`src/rtl/seg_scan_decoder.sv`:
```
// rtl/seg_scan_decoder.sv - seven-segment scan bus monitor; DP_CAPTURE_EN adds decimal-point capture
module seg_scan_decoder #(
  parameter int unsigned SETTLE_CNT = 4,
  parameter int unsigned CNT_W      = 8
) (
  input  logic       clk,
  input  logic       rst,
  input  logic [5:0] sel,
  input  logic [7:0] dig,
  output logic [3:0] out0,
  output logic [3:0] out1,
  output logic [3:0] out2,
  output logic [3:0] out3,
  output logic [3:0] out4,
  output logic [3:0] out5,
  output logic [5:0] digit_err,
  output logic       frame_done,
  output logic       frame_valid,
  output logic [5:0] dp_out
);

  typedef enum logic [1:0] {
    ST_WAIT,
    ST_SETTLE,
    ST_CAPTURE,
    ST_HOLD
  } state_t;

  localparam logic [CNT_W-1:0] CNT_MAX = CNT_W'(SETTLE_CNT);
  localparam logic [CNT_W-1:0] CNT_ONE = CNT_W'(1);

  state_t           state;
  state_t           state_nxt;
  logic [CNT_W-1:0] cnt;
  logic [CNT_W-1:0] cnt_nxt;

  logic [5:0]       sel_q;
  logic [5:0]       sel_p;
  logic [7:0]       dig_q;
  logic [7:0]       dig_p;

  logic [3:0]       out_r [6];
  logic [5:0]       err_r;
  logic [5:0]       mask;
  logic [5:0]       cap_bit;
  logic             frame_done_r;
  logic             frame_valid_r;

  logic             sel_onehot;
  logic             sel_moved;
  logic             bus_moved;
  logic             capture_en;
  logic [3:0]       dec_digit;
  logic             dec_valid;

  // Register the bus once and keep the previous registered copy for change detection
  always_ff @(posedge clk) begin
    if (rst) begin
      sel_q <= '0;
      dig_q <= '0;
      sel_p <= '0;
      dig_p <= '0;
    end else begin
      sel_q <= sel;
      dig_q <= dig;
      sel_p <= sel_q;
      dig_p <= dig_q;
    end
  end

  // Zero-hot and multi-hot selects are never treated as a digit position
  assign sel_onehot = (sel_q != 6'd0) && ((sel_q & (sel_q - 6'd1)) == 6'd0);
  assign sel_moved  = (sel_q != sel_p);
  assign bus_moved  = sel_moved || (dig_q != dig_p);

  // Map the active-low segment pattern back to a digit; dec_valid=0 marks an unknown glyph
  always_comb begin
    dec_valid = 1'b1;
    dec_digit = 4'h0;
`ifdef DP_CAPTURE_EN
    // The dp bit is stripped, so both 8'h00 and 8'h80 read as the full "8" glyph
    case (dig_q[6:0])
      7'h40:   dec_digit = 4'd0;
      7'h79:   dec_digit = 4'd1;
      7'h24:   dec_digit = 4'd2;
      7'h30:   dec_digit = 4'd3;
      7'h19:   dec_digit = 4'd4;
      7'h12:   dec_digit = 4'd5;
      7'h02:   dec_digit = 4'd6;
      7'h78:   dec_digit = 4'd7;
      7'h00:   dec_digit = 4'd8;
      7'h10:   dec_digit = 4'd9;
      default: dec_valid = 1'b0;
    endcase
`else
    // All segments lit including dp is the driver's blank code, reported as 4'hF
    case (dig_q)
      8'hC0:   dec_digit = 4'd0;
      8'hF9:   dec_digit = 4'd1;
      8'hA4:   dec_digit = 4'd2;
      8'hB0:   dec_digit = 4'd3;
      8'h99:   dec_digit = 4'd4;
      8'h92:   dec_digit = 4'd5;
      8'h82:   dec_digit = 4'd6;
      8'hF8:   dec_digit = 4'd7;
      8'h80:   dec_digit = 4'd8;
      8'h90:   dec_digit = 4'd9;
      8'h00:   dec_digit = 4'hF;
      default: dec_valid = 1'b0;
    endcase
`endif
  end

  // FSM state and settle counter registers
  always_ff @(posedge clk) begin
    if (rst) begin
      state <= ST_WAIT;
      cnt   <= '0;
    end else begin
      state <= state_nxt;
      cnt   <= cnt_nxt;
    end
  end

  // Next state, settle counting and the capture strobe
  always_comb begin
    state_nxt  = state;
    cnt_nxt    = cnt;
    capture_en = 1'b0;
    case (state)
      ST_WAIT: begin
        if (sel_onehot) begin
          state_nxt = ST_SETTLE;
          cnt_nxt   = CNT_ONE;
        end
      end
      ST_SETTLE: begin
        if (bus_moved) begin
          cnt_nxt = CNT_ONE;
          if (!sel_onehot) begin
            state_nxt = ST_WAIT;
          end
        end else if (cnt >= CNT_MAX) begin
          // The capture registers load on the edge into CAPTURE, so the pattern
          // taken is exactly the one that just passed the stability check
          state_nxt  = ST_CAPTURE;
          capture_en = 1'b1;
        end else begin
          cnt_nxt = cnt + CNT_ONE;
        end
      end
      ST_CAPTURE: begin
        state_nxt = ST_HOLD;
      end
      ST_HOLD: begin
        // Segment changes alone never re-trigger; only a new select does
        if (sel_moved) begin
          if (sel_onehot) begin
            state_nxt = ST_SETTLE;
            cnt_nxt   = CNT_ONE;
          end else begin
            state_nxt = ST_WAIT;
          end
        end
      end
      default: begin
        state_nxt = ST_WAIT;
      end
    endcase
  end

  // sel_q is one-hot whenever capture_en is high, so it doubles as the position mask
  assign cap_bit = capture_en ? sel_q : 6'd0;

  // Per-position digit and sticky error registers, written only on capture
  always_ff @(posedge clk) begin
    if (rst) begin
      for (int i = 0; i < 6; i++) begin
        out_r[i] <= 4'h0;
      end
      err_r <= '0;
    end else if (capture_en) begin
      for (int i = 0; i < 6; i++) begin
        if (sel_q[i] && dec_valid) begin
          out_r[i] <= dec_digit;
        end
      end
      err_r <= dec_valid ? (err_r & ~sel_q) : (err_r | sel_q);
    end
  end

`ifdef DP_CAPTURE_EN
  logic [5:0] dp_r;

  // Decimal point per position, refreshed on every capture (dp segment is active-low)
  always_ff @(posedge clk) begin
    if (rst) begin
      dp_r <= '0;
    end else if (capture_en) begin
      dp_r <= (dp_r & ~sel_q) | (dig_q[7] ? 6'd0 : sel_q);
    end
  end

  assign dp_out = dp_r;
`else
  assign dp_out = 6'd0;
`endif

  // Frame tracking: one pulse the cycle after every position has been captured
  always_ff @(posedge clk) begin
    if (rst) begin
      mask          <= '0;
      frame_done_r  <= 1'b0;
      frame_valid_r <= 1'b0;
    end else if (mask == 6'h3F) begin
      frame_done_r  <= 1'b1;
      frame_valid_r <= 1'b1;
      // A capture landing on the pulse cycle starts the next frame
      mask          <= cap_bit;
    end else begin
      frame_done_r  <= 1'b0;
      mask          <= mask | cap_bit;
    end
  end

  assign out0        = out_r[0];
  assign out1        = out_r[1];
  assign out2        = out_r[2];
  assign out3        = out_r[3];
  assign out4        = out_r[4];
  assign out5        = out_r[5];
  assign digit_err   = err_r;
  assign frame_done  = frame_done_r;
  assign frame_valid = frame_valid_r;

endmodule

```
`config.mk`:
```
export PLATFORM = sky130hd
export DESIGN_NAME = seg_scan_decoder
export DESIGN_NICKNAME = d
export VERILOG_FILES = /design/src/rtl/seg_scan_decoder.sv
export SDC_FILE = /design/constraint.sdc
export NUM_CORES = 1
export LEC_CHECK = 0
export CAP_MARGIN = 5
export CORE_MARGIN = 1.5
export CORE_UTILIZATION = 45
export CTS_CLUSTER_DIAMETER = 50
export DETAILED_ROUTE_END_ITERATION = 6
export PLACE_DENSITY = 0.69
export SYNTH_ARGS = -nofsm -noshare
export SYNTH_HDL_FRONTEND = slang
export SYNTH_SLANG_ARGS = --single-unit
export TNS_END_PERCENT = 50
```
`constraint.sdc`:
```
create_clock -name clk -period 2.79 [get_ports clk]
set_clock_uncertainty 0.1 [all_clocks]
set_input_delay 0.4185 -clock clk [delete_from_list [all_inputs] [get_ports clk]]
set_output_delay 0.4185 -clock clk [all_outputs]
set_load 0.1 [all_outputs]
```
==> results.ini, run 1 <==
[route]
drt_drc_violations_left=0
drt.antenna.violating_nets=0
finalWirelength_um=7060
route.detailed.wl_per_inst_um=14.7
detailroute.via_count=2505
detail_route.vias_per_cell=5.21
drt_first_iter_violations=187
first_pass_iters=4

[cells_and_area]
final_layout_size_suffix_gt1_frac=0.233
layout_common_cells=dfxtp_1, buf_4, nor2_1, edfxtp_1, nor2b_1
total_nets_final=395
syn2layout_area_growth_pct=20.1
mostFrequentLayoutCell=dfxtp_1
antenna-diode-count=0
final_core_utilization=0.556
num-fill-cells=629

[global_routing]
gr-usage-all-layers=0.190
global_routing_s_busiest_layer=met2
globalRouteMet2Util=0.286
use_met3=0.0517
grt_use_met1=0.256
maximum_number_of_pins_on_one_net_before_global_route_repair=24
global_route_wire_length_before_repair_um=11100
total_global_routing_overflow=0
grt_antenna_before_repair=0
number_of_global_route_vias_before_repair=2206

[min_path]
hold_path_startpoint=cnt[5]
worstHoldPathType=flip-flop to flip-flop

[sta]
minimum_clock_period_ns=2.49
setup_viol=0
setup_repair_after_global_routing_missed_its_margin=false
fmaxAchievable_mhz=401
finalMaxSlewViolations=0
setup-tns-final_ns=0
hold_violations=0
fin_hold_ws_ns=0.324
final.period_utilization=0.893

[worst_setup_path]
cp_slowest_cell=or4_1
worst_path_largest_cell_delay_ns=0.63
rr_startpoint=dig_q[0]
cp_cell_sequence=xnor2_1 > nand4_1 > or4_1 > nor3_2 > buf_4 > a31o_2
crit_family=simple AND/OR/NAND/NOR gates
critPathLaunchType=flip-flop
worstPathRequired_ns=2.75
timing.critical_path.buf_inv=1
critPathMaxFanout=11
cp-end-kind=flip-flop
setup.worst_path.class=flip-flop to flip-flop
worst-endpoint-arrival_ns=2.45
worst_setup_path_startpoint=dig_q[0]

[clock_network]
tritoncts=done
post_cts.resized_instances=0
holdBufCountCts=0
cts.reportedPaths.clkPinSlew_ns=0.08
clock-root-buffer=clkbuf_8
tritoncts.num_buffers=9
post_cts.repair.setup_buffers=0
clock_sink_count=76
htree_num_levels=3
clock_insertion_delay_worst_skew_ns=0.35
ctsLongestPathBuffers=2

[logic_synthesis]
yosysUniqueCellTypes=57
synth_fa_ha_area_frac=0.00745
synth_compound_area_frac=0.121
synth-seq-cells=76
yosys-mux-area-fraction=0
synth_xor_area_frac=0.0436
yosys_warnings=0
yosys_most_used_dff=dfxtp_1
yosysSeqAreaShare=0.525
synth_simple_gate_area_share=0.235
mappedNetlistArea_um2=3360
async_reset_ff_frac=0
main_combinational_cell_family_by_area_after_synthesis=simple AND/OR/NAND/NOR gates
synthesis.instances=328
number_of_enable_type_register_cells_in_the_synthesized_netlist=24
synth.avg_cell_area_um2=10.2

[floorplan]
floorplan.die.height_um=89.4
chipWidth_um=89.4
core_um2=7250
boundaryPins=54
std_cell_rows=31
effective_utilization_at_floorplan=0.463
die_area_um2=7990

[pwr]
power_leakage_nw=1.50
pwr_density_cell_nw_per_um2=592
peakVddDrop_mv=0.206

[place]
gp_congestion=0.947
detailed_place_hpwl_um=5080
port_buffers=47

[status]
outcome=finished, final reports clean

[job]
timing.max_cap.violations=0

[logic make-up after synthesis]
family          after synthesis
compound gates               55
xor+xnor                     15
fa+ha+maj                     2
buf+inv                      45
flops                        76
other cells                   1
simple gates                134
[cells in the mapped netlist, drive strengths merged (2+ instances only)]
cell / n / share of area
o31ai: 2 / 0.0045
clkbuf: 8 / 0.0089
a211oi: 2 / 0.0045
a2111oi: 2 / 0.011
xnor2: 14 / 0.041
or2: 2 / 0.0037
dfxtp: 52 / 0.31
o21ai: 9 / 0.013
and4: 3 / 0.0078
ha: 2 / 0.0075
a22oi: 6 / 0.013
and2: 8 / 0.015
nor3: 5 / 0.010
nand2: 9 / 0.010
a31o: 6 / 0.016
a21oi: 11 / 0.016
nand3: 10 / 0.016
edfxtp: 24 / 0.21
nor2: 38 / 0.047
o22ai: 2 / 0.0056
nor2b: 21 / 0.039
or4: 2 / 0.0045
buf: 21 / 0.040
nand4: 12 / 0.024
nor3b: 5 / 0.011
nor4: 14 / 0.031
a41oi: 2 / 0.0052
o211ai: 2 / 0.0045
a21o: 2 / 0.0045
a31oi: 2 / 0.0037
inv: 16 / 0.018
[final timing paths]
path                  to  slack, ns  cells after the start
max          out_r[1][2]       0.30                      6
min               cnt[5]       0.32                      2
max reg2reg  out_r[1][2]       0.30                      6
min reg2reg       cnt[5]       0.32                      2
[per-stage QoR]
step                      instance area (µm²)  setup WS [ns]  instances  total power, mW
final                                    4030          0.298        481             2.39
after floorplan                          3380          0.455        333             1.51
after global routing                     4030          0.172        481             2.49
after CTS                                4030          0.302        481             2.40
after detailed placement                 3830          0.316        465             1.58
after global placement                   3830          0.359        465             1.58
[per-layer routing]
layer  vias to the layer above  routed length [µm]
li1                       1257                   -
met1                      1142                3350
met2                        95                3180
met3                        11                 363
met4                         0                 167
met5                         -                   0
[layout make-up]
cell class	instances	area (µm²)	area share
Clock buffer	9	124	0.0307
Inverter	16	60.1	0.0149
Tap cell	99	124	0.0307
Multi-Input combinational cell	212	1390	0.345
Sequential cell	76	1760	0.437
Clock inverter	7	76.3	0.0189
Timing Repair Buffer	62	498	0.123
[sequential cells by signal, summed over array words and instances, names as in the netlist, named ones only]
register	count
frame_done	1
dig_p	8
sel_q	6
dig_q	8
out_r	24
mask	6
cnt	8
sel_p	6
state	1
frame_valid	1
[tightest hold or removal path, stage by stage (launching register included)]
cell and delay (ns):
dfxtp_1 0.31, inv_1 0.04, nor2_1 0.03
[power breakdown]
group          internal [mW]  total, mW  switching, mW
clock network          0.417      0.831          0.414
registers               1.17       1.20         0.0309
logic                  0.101      0.354          0.253
total                   1.69       2.39          0.698
No activity file was read; power rests on OpenSTA's default activity.
==> run 2, diff against run 1 <==
--- a/config.mk
+++ b/config.mk
@@ -9,6 +9,7 @@
 export CORE_MARGIN = 1.5
 export CORE_UTILIZATION = 45
 export CTS_CLUSTER_DIAMETER = 50
+export CTS_CLUSTER_SIZE = 10
 export DETAILED_ROUTE_END_ITERATION = 6
 export PLACE_DENSITY = 0.69
 export SYNTH_ARGS = -nofsm -noshare
==> results of run 2 <==
No change in the layout: final DEF, timing and power equal those of run 1.
